## src/rtl/gin_pkg.sv

```systemverilog
// Shared definitions for the GIN multicast bus: widths, broadcast tag and FSM states.
package gin_pkg;

  localparam int DATA_BITS = 32;
  localparam int XID_BITS  = 5;
  localparam logic [XID_BITS-1:0] GIN_BCAST_TAG = '1;

  typedef enum logic {
    GIN_IDLE,
    GIN_DELIVER
  } gin_state_e;

endpackage

```

## src/rtl/gin_mcast_slot.sv

```systemverilog
// One slave port of the multicast bus: scan-chain ID register, tag match,
// pending bit and valid gating.
module gin_mcast_slot #(
  parameter int ID_SIZE  = 5,
  parameter bit BCAST_EN = 1'b1
) (
  input  logic               clk,
  input  logic               rst,
  input  logic               set_id,
  input  logic [ID_SIZE-1:0] scan_in,
  input  logic [ID_SIZE-1:0] head_tag,
  input  logic               load,
  input  logic               slave_ready,
  output logic [ID_SIZE-1:0] id,
  output logic               match,
  output logic               slave_valid,
  output logic               pending_next
);

  logic pending;

  assign match        = (id == head_tag) || (BCAST_EN && (head_tag == {ID_SIZE{1'b1}}));
  assign slave_valid  = pending & ~set_id;
  assign pending_next = pending & ~(slave_valid & slave_ready);

  // The pending bit is captured from the match only at load time, so later
  // ID shifts never retarget a word already in delivery.
  always_ff @(posedge clk) begin
    if (rst) begin
      id      <= '0;
      pending <= 1'b0;
    end else begin
      if (set_id) begin
        id <= scan_in;
      end
      pending <= load ? match : pending_next;
    end
  end

endmodule

```

## src/rtl/gin_mcast_bus.sv

```systemverilog
// Buffered multicast bus: master words pass through a small FIFO and are delivered
// to every slave whose ID matches the tag; the word retires once all have accepted.
module gin_mcast_bus
  import gin_pkg::*;
#(
  parameter int NUMS_SLAVE = 6,
  parameter int ID_SIZE    = gin_pkg::XID_BITS,
  parameter int DATA_BITS  = gin_pkg::DATA_BITS,
  parameter int FIFO_DEPTH = 4,
  parameter bit BCAST_EN   = 1'b1
) (
  input  logic                  clk,
  input  logic                  rst,
  input  logic [ID_SIZE-1:0]    tag,
  input  logic                  master_valid,
  input  logic [DATA_BITS-1:0]  master_data,
  output logic                  master_ready,
  input  logic [NUMS_SLAVE-1:0] slave_ready,
  output logic [NUMS_SLAVE-1:0] slave_valid,
  output logic [DATA_BITS-1:0]  slave_data,
  input  logic                  set_id,
  input  logic [ID_SIZE-1:0]    ID_scan_in,
  output logic [ID_SIZE-1:0]    ID_scan_out,
  output logic [15:0]           drop_cnt,
  output logic                  busy
);

  localparam int PTR_W = $clog2(FIFO_DEPTH);
  localparam int CNT_W = PTR_W + 1;

  logic [ID_SIZE-1:0]    tag_mem  [FIFO_DEPTH];
  logic [DATA_BITS-1:0]  data_mem [FIFO_DEPTH];
  logic [PTR_W-1:0]      wr_ptr, rd_ptr;
  logic [CNT_W-1:0]      count;
  logic                  empty, full, push, pop;

  gin_state_e            state, state_next;
  logic [ID_SIZE-1:0]    id_chain [NUMS_SLAVE];
  logic [NUMS_SLAVE-1:0] match, valid_raw, pending_next;
  logic [DATA_BITS-1:0]  data_q;
  logic [15:0]           drop_q;
  logic                  done, load;

  assign empty        = (count == '0);
  assign full         = (count == CNT_W'(FIFO_DEPTH));
  assign master_ready = ~full & ~set_id & ~rst;
  assign push         = master_valid & master_ready;

  // A new head may be loaded when idle or when the current word retires this edge.
  assign done = (state == GIN_IDLE) || (pending_next == '0);
  assign load = ~empty & ~set_id & done;
  assign pop  = load;

  for (genvar i = 0; i < NUMS_SLAVE; i++) begin : g_slot
    logic [ID_SIZE-1:0] scan_src;
    if (i == 0) begin : g_first
      assign scan_src = ID_scan_in;
    end else begin : g_rest
      assign scan_src = id_chain[i-1];
    end
    gin_mcast_slot #(.ID_SIZE(ID_SIZE), .BCAST_EN(BCAST_EN)) u_slot (
      .clk          (clk),
      .rst          (rst),
      .set_id       (set_id),
      .scan_in      (scan_src),
      .head_tag     (tag_mem[rd_ptr]),
      .load         (load),
      .slave_ready  (slave_ready[i]),
      .id           (id_chain[i]),
      .match        (match[i]),
      .slave_valid  (valid_raw[i]),
      .pending_next (pending_next[i])
    );
  end

  always_comb begin
    state_next = state;
    if (load) begin
      state_next = (|match) ? GIN_DELIVER : GIN_IDLE;
    end else if (done) begin
      state_next = GIN_IDLE;
    end
  end

  always_ff @(posedge clk) begin
    if (rst) begin
      state  <= GIN_IDLE;
      wr_ptr <= '0;
      rd_ptr <= '0;
      count  <= '0;
      data_q <= '0;
      drop_q <= '0;
    end else begin
      state <= state_next;
      if (push) begin
        wr_ptr <= wr_ptr + 1'b1;
      end
      if (pop) begin
        rd_ptr <= rd_ptr + 1'b1;
      end
      count <= count + CNT_W'(push) - CNT_W'(pop);
      if (load && (|match)) begin
        data_q <= data_mem[rd_ptr];
      end
      if (load && !(|match) && (drop_q != 16'hFFFF)) begin
        drop_q <= drop_q + 16'd1;
      end
    end
  end

  always_ff @(posedge clk) begin
    if (push) begin
      tag_mem[wr_ptr]  <= tag;
      data_mem[wr_ptr] <= master_data;
    end
  end

  assign slave_valid = rst ? '0 : valid_raw;
  assign slave_data  = rst ? '0 : data_q;
  assign ID_scan_out = rst ? '0 : id_chain[NUMS_SLAVE-1];
  assign drop_cnt    = drop_q;
  assign busy        = ~rst & (~empty | (state == GIN_DELIVER));

endmodule

```

## config.mk

```make
export PLATFORM = sky130hd
export DESIGN_NAME = gin_mcast_bus
export DESIGN_NICKNAME = d
export VERILOG_FILES = /design/src/rtl/gin_pkg.sv /design/src/rtl/gin_mcast_slot.sv /design/src/rtl/gin_mcast_bus.sv
export SDC_FILE = /design/constraint.sdc
export NUM_CORES = 1
export LEC_CHECK = 0
export ABC_AREA = 1
export BUFFER_PORTS_ARGS = -buffer_cell sky130_fd_sc_hd__buf_2
export CORE_MARGIN = 10
export CORE_UTILIZATION = 59
export DETAILED_ROUTE_END_ITERATION = 8
export GPL_TIMING_DRIVEN = 1
export HOLD_SLACK_MARGIN = 0.15
export PLACE_DENSITY = 0.85
export SKIP_CTS_REPAIR_TIMING = 1
export SLEW_MARGIN = 20
export SYNTH_ARGS = -nofsm -noshare
export SYNTH_HDL_FRONTEND = slang
export SYNTH_SLANG_ARGS = --single-unit
```

## constraint.sdc

```tcl
create_clock -name clk -period 3.8 [get_ports clk]
set_input_delay 0.38 -clock clk [delete_from_list [all_inputs] [get_ports clk]]
set_output_delay 0.38 -clock clk [all_outputs]
set_load 0.005 [all_outputs]
```

==> summary.txt, run 1 <==
Run status
  • Status: finished clean

Hold path
  • Hold Path Depth: 3
  • Hold Path End: g_slot[0].u_slot.id[4]
  • Hold Startpoint: ID_scan_in[4]
  • HP Class: input pin to flip-flop

Place
  • Area after DPL: 11,300 µm²
  • DP Worst Slack: 0.989 ns
  • Dpl hpwl: 15,500 µm
  • Inst Count DP: 1,452
  • GPL Wtd Cong: 0.949
  • Number of port buffers: 112

Floorplanning
  • Core footprint: 17,400 µm²
  • Die Y-Extent: 154 µm
  • Die Width: 154 µm
  • Boundary Pins: 113
  • Die ar.: 23,700 µm²
  • Rows: 48
  • Starting Density: 0.607

Worst setup path
  • Crit path DAT: 3.25 ns
  • Crit-path cells: inv_2 > nand2_1 > nand2_1 > nand2_1 > nand2_1 > nand2_1 > nand2_1 > inv_2 > nor2_1 > nand2_1 > nand2_2 > nor2_4 > nand2_4 > nand2_4 > nand2_1 > nand2_1 > nor2_1
  • Worst Setup End Kind: flip-flop
  • Register-to-Register Path Depth: 17
  • Worst path most repeated cell: nand2_1
  • Maximum fanout along the worst path: 35
  • WS Path Type: flip-flop to flip-flop
  • CP peak stage delay: 0.51 ns
  • Critical Path Source Type: flip-flop
  • Reg2reg end: data_q[3]
  • Worst reg2reg setup slack: 0.98 ns
  • Critical path buffers and inverters: 2
  • Dominant delay contributor by cell family on the critical path: simple AND/OR/NAND/NOR gates
  • Req. time, crit path: 4.23 ns
  • Worst path slowest cell: dfxtp_1

Clock tree
  • Clock Pin Slew Worst Setup and Hold Paths: 0.06 ns
  • Root Buffer Master: clkbuf_16
  • Htree depth: 1
  • Max clock buf depth: 3
  • Insertion delay to the later sink of the worst-skew pair: 0.54 ns
  • CTS buffer count: 25
  • CTS sink cnt: 242
  • CTS tree: yes

Yosys
  • Yosys reg bits: 242
  • Synth top area share: 0.420
  • Synth area leaders: edfxtp_1, dfxtp_1, nor2_1, nand2_1, o21ai_0
  • Sequential area share after synthesis: 0.598
  • Main synth FF type: edfxtp_1
  • Adder-cell share of the synthesized area: 0.0102
  • Ys async rst share: 0
  • Synth Area in Simple Gates: 0.218
  • Syn Inst Count: 1,161
  • Syn_nets: 1,221
  • Leading area contributor after synthesis: edfxtp_1
  • Compound-Gate Fraction of Synth Area: 0.0987
  • EDFF count, synth: 148
  • Yosys cell types: 33
  • XOR/XNOR Fraction of Synth Area: 0.00828
  • Warnings from Yosys: 0
  • Cell area after synthesis: 10,600 µm²
  • Main combinational cell family by area after synthesis: simple AND/OR/NAND/NOR gates
  • Mux share of post-synthesis cell area: 0
  • Syn_area_per_cell: 9.11 µm²

Drt
  • Routed vias/inst: 5.44
  • Number of DRC markers in iteration 0: 745
  • Final wirelength: 24,700 µm
  • DR WL/cell: 16.1 µm
  • Via Count: 8,351
  • Post-route DRC: 0
  • Pre-antenna DRT Iters: 5
  • ANT nets after route: 0

GRT
  • Vias in the first global route: 7,703
  • Global-route usage over all layers: 0.195
  • Antenna violations before repair: 0
  • Grt ovf: 0
  • Global-route wire length before repair: 38,800 µm
  • Pin count of the biggest net entering global routing: 67

Power and ir drop
  • Seq pwr share: 0.409
  • Comb power frac: 0.254
  • Leak pwr: 5.18 nW
  • Maximum vdd drop: 0.511 mV
  • Power Total: 7.69 mW
  • Cell area power density: 613 nW/µm²
  • Int Pwr: 5.20 mW
  • Clock power share: 0.337
  • Switching portion of total power: 0.323
  • Psw: 2.48 mW

Cells and area
  • Most frequent cells in the layout: nor2_1, nand2_1, edfxtp_1, buf_2, inv_1
  • Layout cells sized above 1: 0.158
  • Number of nets in the layout: 1,351
  • Final Non-Filler Cells: 1,535
  • Final design instance area without fill: 12,500 µm²
  • Most common cell after layout, fill and taps aside: nor2_1
  • Finished Core Util: 0.720
  • Antenna Cells: 0
  • Area Growth Syn to Fin: 18.6%

STA
  • Final Skew: 0.0157 ns
  • RSZ-0062 raised after global routing: false
  • Final Cycle Share: 0.741
  • Rel. slew slack: 0.268
  • Worst hold slack: 0.143 ns
  • Fmax: 355 MHz
  • Slew Limit Fails: 0
  • Final WS setup: 0.982 ns
  • Slew @ Worst Pin: 1.10 ns
  • Setup TNS: 0 ns
  • Final Hold Vio Count: 0
  • Final setup viols: 0
  • Final min period: 2.82 ns

Flow run
  • Max-cap violations: 0
-- cells in the mapped netlist (5+ instances only) --
cell,number
nand2_1,211
clkbuf_1,40
xor2_1,7
a21oi_1,53
o22ai_1,32
inv_2,6
inv_1,104
buf_2,8
nor3_1,5
nand2_2,9
nand3b_1,17
a221oi_1,5
dfxtp_1,94
nor2_1,219
nand3_1,56
ha_1,7
edfxtp_1,148
nand3_2,8
o21ai_0,101
-- cell families (layout without fill, tap and decap cells) --
family	after synthesis	in the layout
buffers and inverters	170	319
xor gates and xnor gates	10	10
AOI/OAI and AO/OA	195	195
adders and majority gates	8	8
and+or+nand+nor	536	536
DFF	242	242
-- sequential cells by signal (all words and copies together) (netlist names), named ones only --
signal,count
state,1
rd_ptr,2
data_mem,128
tag_mem,20
g_slot.u_slot.id,30
data_q,32
g_slot.u_slot.pending,6
count,3
wr_ptr,2
drop_cnt,16
-- per-layer routing --
| metal | part of all wire | wire, µm | vias up | GRT usage |
|---|---|---|---|---|
| met5 | 0 | 0 | - | 0 |
| met4 | 0.021 | 508 | 0 | 0.0553 |
| met3 | 0.074 | 1830 | 35 | 0.0444 |
| met2 | 0.48 | 11800 | 303 | 0.326 |
| met1 | 0.43 | 10600 | 3907 | 0.249 |
| li1 | - | - | 4106 | - |
-- area by class of cell --
cell class | count | area [µm²]
flip-flops and latches | 242 | 6330
well taps | 225 | 282
clock inverters | 12 | 159
repair buffers | 161 | 1030
fillers | 1253 | 4880
clock buffers | 34 | 731
inverters | 112 | 430
multi-input cells | 749 | 3570
-- worst reg2reg max path, stage by stage (launching register included) --
cell,delay [ns]
dfxtp_1,0.51
inv_2,0.16
nand2_1,0.13
nand2_1,0.06
nand2_1,0.06
nand2_1,0.12
nand2_1,0.08
nand2_1,0.10
inv_2,0.06
nor2_1,0.05
nand2_1,0.09
nand2_2,0.08
nor2_4,0.27
nand2_4,0.31
nand2_4,0.41
nand2_1,0.12
nand2_1,0.08
nor2_1,0.04
-- worst max path at each step --
stage | from | endpoint | slack [ns] | cells past startpoint
after CTS | flip-flop | data_q[3] | 1.01 | 17
after detailed placement | set_id | drop_cnt[12] | 0.99 | 17
final | flip-flop | data_q[3] | 0.98 | 17
after global placement | set_id | drop_cnt[13] | 0.98 | 17
after floorplan | set_id | data_mem[0][0] | 0.70 | 4
after global routing | flip-flop | data_q[9] | 0.65 | 17
-- power groups by stage --
stage | Combinational, mW | Sequential [mW] | Clock, mW
floorplan | 1.47 | 3.16 | 0
global placement | 1.85 | 3.19 | 0
detailed placement | 1.90 | 3.20 | 0
CTS | 1.91 | 3.14 | 2.62
global route | 2.21 | 3.17 | 2.72
finish | 1.95 | 3.15 | 2.59
Note: power is estimated with default switching activity, not from simulation.
==> run 2, diff against run 1 <==
clock period = 2.94 ns   (was 3.8 ns; I/O delays follow)
==> summary.txt, run 2 (synthesis gave the netlist of run 1 again) <==
GRT
  • Global-route wire length before repair: 40,000 µm (was 38,800 µm)
  • Antenna violations before repair: 0 (unchanged)
  • Global-route usage over all layers: 0.201 (was 0.195)
  • Pin count of the biggest net entering global routing: 66 (was 67)
  • Grt ovf: 0 (unchanged)
  • Vias in the first global route: 8,096 (was 7,703)

Worst setup path
  • Critical Path Source Type: flip-flop (unchanged)
  • Worst Setup End Kind: flip-flop (unchanged)
  • Maximum fanout along the worst path: 34 (was 35)
  • Crit path DAT: 3.08 ns (was 3.25 ns)
  • WS Path Type: flip-flop to flip-flop (unchanged)
  • Req. time, crit path: 3.40 ns (was 4.23 ns)

Drt
  • DR WL/cell: 16.3 µm (was 16.1 µm)
  • Routed vias/inst: 5.50 (was 5.44)
  • Via Count: 8,519 (was 8,351)
  • Pre-antenna DRT Iters: 5 (unchanged)
  • Number of DRC markers in iteration 0: 622 (was 745)
  • Final wirelength: 25,300 µm (was 24,700 µm)
  • Post-route DRC: 0 (unchanged)
  • ANT nets after route: 0 (unchanged)

STA
  • RSZ-0062 raised after global routing: false (unchanged)
  • Fmax: 382 MHz (was 355 MHz)
  • Final min period: 2.62 ns (was 2.82 ns)
  • Setup TNS: 0 ns (unchanged)
  • Final Hold Vio Count: 0 (unchanged)
  • Worst hold slack: 0.102 ns (was 0.143 ns)
  • Final setup viols: 0 (unchanged)
  • Slew @ Worst Pin: 0.767 ns (was 1.10 ns)
  • Final Skew: 0.0193 ns (was 0.0157 ns)
  • Rel. slew slack: 0.488 (was 0.268)
  • Slew Limit Fails: 0 (unchanged)
  • Final Cycle Share: 0.890 (was 0.741)

Cells and area
  • Antenna Cells: 0 (unchanged)
  • Most common cell after layout, fill and taps aside: nor2_1 (unchanged)
  • Multi-input logic area: 3570 µm² (unchanged)
  • Fillers: 1,281 (was 1,253)
  • Largest register FFs: 128 (unchanged)
  • Layout cells sized above 1: 0.159 (was 0.158)
  • FF/Latch Area: 6330 µm² (unchanged)
  • Largest Register: data_mem (unchanged)
  • Area Growth Syn to Fin: 19.1% (was 18.6%)
  • Number of nets in the layout: 1,365 (was 1,351)
  • Largest registers: data_mem (128), data_q (32), g_slot.u_slot.id (30) (unchanged)
  • Most frequent cells in the layout: nor2_1, nand2_1, edfxtp_1, buf_2, inv_1 (unchanged)

Clock tree
  • Root Buffer Master: clkbuf_16 (unchanged)
  • Htree depth: 1 (unchanged)
  • CTS buffer count: 25 (unchanged)
  • CTS tree: yes (unchanged)
  • Insertion delay to the later sink of the worst-skew pair: 0.54 ns (about the same)
  • Clock Pin Slew Worst Setup and Hold Paths: 0.06 ns (about the same)
  • CTS sink cnt: 242 (unchanged)
  • Max clock buf depth: 3 (unchanged)

Floorplanning
  • Die ar.: 23,700 µm² (unchanged)
  • Starting Density: 0.607 (unchanged)
  • Die Y-Extent: 154 µm (unchanged)
  • Boundary Pins: 113 (unchanged)
  • Die Width: 154 µm (unchanged)
  • Rows: 48 (unchanged)
  • Core footprint: 17,400 µm² (unchanged)

Place
  • Number of port buffers: 112 (unchanged)
  • GPL Wtd Cong: 0.943 (was 0.949)
  • Dpl hpwl: 16,100 µm (was 15,500 µm)

Power and ir drop
  • Cell area power density: 781 nW/µm² (was 613 nW/µm²)
  • Maximum vdd drop: 0.552 mV (was 0.511 mV)
  • Leak pwr: 5.22 nW (was 5.18 nW)

Run status
  • Status: finished clean (unchanged)

Flow run
  • Max-cap violations: 0 (unchanged)

Hold path
  • Hold Startpoint: slave_ready[3] (was ID_scan_in[4])
  • HP Class: input pin to flip-flop (unchanged)
run 2: cell count changes in the layout (fill, tap and decap cells not counted), sizes merged:
cell,previous run,this run
dlygate4sd3,37,42
clkinv,6,7
clkbuf,34,35
inv,113,112
clkinvlp,2,1
buf,124,133
run 2: final timing paths:
path | to | slack [ns] | cells after the start
hold reg to reg | data_q[23] | 0.48 | 2
hold / removal | g_slot[3].u_slot.pending | 0.10 | 4
setup / recovery | data_q[6] | 0.32 | 13
setup reg to reg | data_q[6] | 0.32 | 13
run 2: per-layer routing:
| metal | GRT usage | vias to the layer above | wire, µm |
|---|---|---|---|
| li1 | - | 4134 | - |
| met1 | 0.253 | 4037 | 10600 |
| met2 | 0.336 | 299 | 12300 |
| met3 | 0.0435 | 49 | 1900 |
| met4 | 0.0706 | 0 | 569 |
| met5 | 0 | - | 0 |
run 2: cell type report:
type	count	area share
tap	225	0.0223
inverter	112	0.0342
timing repair buffer	175	0.0924
sequential	242	0.502
clock inverter	11	0.0117
clock buffer	35	0.0534
multi-input combinational	749	0.284
run 2: worst max-delay path: stages (launching register included):
cell and delay, ns:
dfxtp_1 0.68, nand3_2 0.30, nand2_4 0.20, nand2_1 0.08
nand2_1 0.06, nor2_1 0.06, nand2_2 0.09, nand2_1 0.08
nor2_4 0.28, nand2_4 0.10, buf_4 0.26, nand3b_1 0.14
nand2_1 0.07, nor2_1 0.13
run 2: report_power, final:
group	internal (mW)	switching [mW]	total, mW
Sequential	3.89	0.183	4.07
Combinational	0.871	1.75	2.62
Clock	1.87	1.27	3.15
run 2: through the flow:
step | std cells | util | instance area [µm²] | worst slack [ns] | power [mW]
final | 1549 | 0.723 | 12600 | 0.322 | 9.84
after global routing | 1549 | 0.723 | 12600 | 0.0734 | 10.4
after CTS | 1507 | 0.699 | 12200 | 0.389 | 9.80
after detailed placement | 1461 | 0.652 | 11400 | 0.421 | 6.66
after global placement | 1461 | 0.652 | 11400 | 0.479 | 6.57
after floorplan | 1161 | - | 10600 | -0.0748 | 5.99
==> run 3, diff against run 2 <==
REMOVE_ABC_BUFFERS = 1   (was unset)
==> summary.txt, run 3 (synthesis gave the netlist of run 1 again) <==
GRT
  • Vias in the first global route: 7,959 (was 8,096)
  • Global-route usage over all layers: 0.201 (about the same)
  • Global-route wire length before repair: 39,700 µm (was 40,000 µm)
  • Pin count of the biggest net entering global routing: 66 (unchanged)
  • Grt ovf: 0 (unchanged)
  • Antenna violations before repair: 0 (unchanged)

Floorplanning
  • Die Y-Extent: 154 µm (unchanged)
  • Core footprint: 17,400 µm² (unchanged)
  • Rows: 48 (unchanged)
  • Starting Density: 0.607 (unchanged)
  • Die ar.: 23,700 µm² (unchanged)
  • Die Width: 154 µm (unchanged)
  • Boundary Pins: 113 (unchanged)

Cells and area
  • Largest register FFs: 128 (unchanged)
  • Largest Register: data_mem (unchanged)
  • Multi-input logic area: 3570 µm² (unchanged)
  • Fillers: 1,221 (was 1,281)
  • Antenna Cells: 0 (unchanged)
  • Most frequent cells in the layout: nor2_1, nand2_1, edfxtp_1, buf_2, inv_1 (unchanged)
  • Largest registers: data_mem (128), data_q (32), g_slot.u_slot.id (30) (unchanged)
  • Area Growth Syn to Fin: 20.2% (was 19.1%)
  • Final Non-Filler Cells: 1,556 (was 1,549)
  • Number of nets in the layout: 1,371 (was 1,365)
  • Most common cell after layout, fill and taps aside: nor2_1 (unchanged)
  • FF/Latch Area: 6330 µm² (unchanged)
  • Layout cells sized above 1: 0.162 (was 0.159)

STA
  • Final setup viols: 0 (unchanged)
  • RSZ-0062 raised after global routing: false (unchanged)
  • Final WS setup: 0.210 ns (was 0.322 ns)
  • Worst hold slack: 0.143 ns (was 0.102 ns)
  • Rel. slew slack: 0.445 (was 0.488)
  • Slew @ Worst Pin: 0.831 ns (was 0.767 ns)
  • Final min period: 2.73 ns (was 2.62 ns)
  • Final Cycle Share: 0.929 (was 0.890)
  • Fmax: 366 MHz (was 382 MHz)
  • Slew Limit Fails: 0 (unchanged)
  • Final Hold Vio Count: 0 (unchanged)
  • Final Skew: 0.0243 ns (was 0.0193 ns)

Drt
  • ANT nets after route: 0 (unchanged)
  • Pre-antenna DRT Iters: 5 (unchanged)
  • Number of DRC markers in iteration 0: 657 (was 622)
  • Routed vias/inst: 5.49 (was 5.50)
  • DR WL/cell: 16.8 µm (was 16.3 µm)
  • Final wirelength: 26,100 µm (was 25,300 µm)
  • Via Count: 8,540 (was 8,519)
  • Post-route DRC: 0 (unchanged)

Place
  • GPL Wtd Cong: 0.927 (was 0.943)
  • DP Worst Slack: 0.276 ns (was 0.421 ns)
  • Inst Count DP: 1,461 (unchanged)
  • Dpl hpwl: 15,500 µm (was 16,100 µm)
  • Number of port buffers: 112 (unchanged)

Clock tree
  • Max clock buf depth: 3 (unchanged)
  • CTS tree: yes (unchanged)
  • CTS sink cnt: 242 (unchanged)
  • CTS buffer count: 26 (was 25)
  • Htree depth: 1 (unchanged)
  • Root Buffer Master: clkbuf_16 (unchanged)
  • Insertion delay to the later sink of the worst-skew pair: 0.55 ns (was 0.54 ns)
  • Clock Pin Slew Worst Setup and Hold Paths: 0.06 ns (about the same)

Worst setup path
  • WS Path Type: flip-flop to flip-flop (unchanged)
  • Critical Path Source Type: flip-flop (unchanged)
  • Crit path DAT: 3.16 ns (was 3.08 ns)
  • Req. time, crit path: 3.37 ns (was 3.40 ns)
  • Worst Setup End Kind: flip-flop (unchanged)
  • Maximum fanout along the worst path: 34 (unchanged)

Power and ir drop
  • Maximum vdd drop: 0.636 mV (was 0.552 mV)
  • Cell area power density: 785 nW/µm² (was 781 nW/µm²)
  • Power Total: 9.98 mW (was 9.84 mW)
  • Comb power frac: 0.261 (was 0.266)
  • Int Pwr: 6.73 mW (was 6.63 mW)
  • Clock power share: 0.331 (was 0.320)
  • Leak pwr: 5.26 nW (was 5.22 nW)
  • Switching portion of total power: 0.326 (about the same)
  • Psw: 3.25 mW (was 3.20 mW)
  • Seq pwr share: 0.408 (was 0.414)

Flow run
  • Max-cap violations: 0 (unchanged)

Hold path
  • HP Class: input pin to flip-flop (unchanged)

Run status
  • Status: finished clean (unchanged)
-- run 3: through the flow --
stage / TNS [ns] / utilization / area, µm²
6_report: 0 / 0.730 / 12700
5_1_grt: 0 / 0.730 / 12700
4_1_cts: 0 / 0.703 / 12200
3_5_place_dp: 0 / 0.652 / 11400
3_3_place_gp: 0 / 0.652 / 11400
2_1_floorplan: -2.67 / - / 10300
-- run 3: metal layers --
layer / vias up / GRT usage / wire, µm
met1: 3975 / 0.242 / 10400
met5: - / 0 / 0
met3: 51 / 0.0446 / 2040
met4: 0 / 0.0562 / 600
li1: 4148 / - / -
met2: 366 / 0.353 / 13000
-- run 3: area by class of cell --
| class | instances | area share |
|---|---|---|
| Inverter | 112 | 0.0339 |
| Clock buffer | 35 | 0.0562 |
| Timing Repair Buffer | 180 | 0.0955 |
| Sequential cell | 242 | 0.498 |
| Clock inverter | 13 | 0.0136 |
| Multi-Input combinational cell | 749 | 0.281 |
| Tap cell | 225 | 0.0221 |
-- run 3: worst max-delay path: stages (launching register included) --
cell and delay, ns:
dfxtp_1 0.68, nand3_2 0.33, nand2_4 0.21, nand2_1 0.09
nand2_1 0.09, nor2_1 0.08, nand2_2 0.09, nand2_1 0.08
nor2_4 0.29, nand2_4 0.11, buf_4 0.27, a21oi_1 0.21
nor2_1 0.09
-- run 3: path summary, 6_finish.rpt --
path            startpoint  slack, ns  depth (start not counted)                      to
max              flip-flop       0.21                         12              data_q[24]
max reg2reg      flip-flop       0.21                         12              data_q[24]
min reg2reg     data_q[30]       0.48                          2              data_q[30]
min          ID_scan_in[3]       0.14                          3  g_slot[0].u_slot.id[3]
-- run 3: power groups by stage --
stage	registers (mW)	clock network, mW	logic, mW
6_report	4.07	3.30	2.61
5_1_grt	4.10	3.48	2.93
4_1_cts	4.07	3.33	2.52
3_5_place_dp	4.13	0	2.49
3_3_place_gp	4.12	0	2.41
2_1_floorplan	4.15	0	1.67
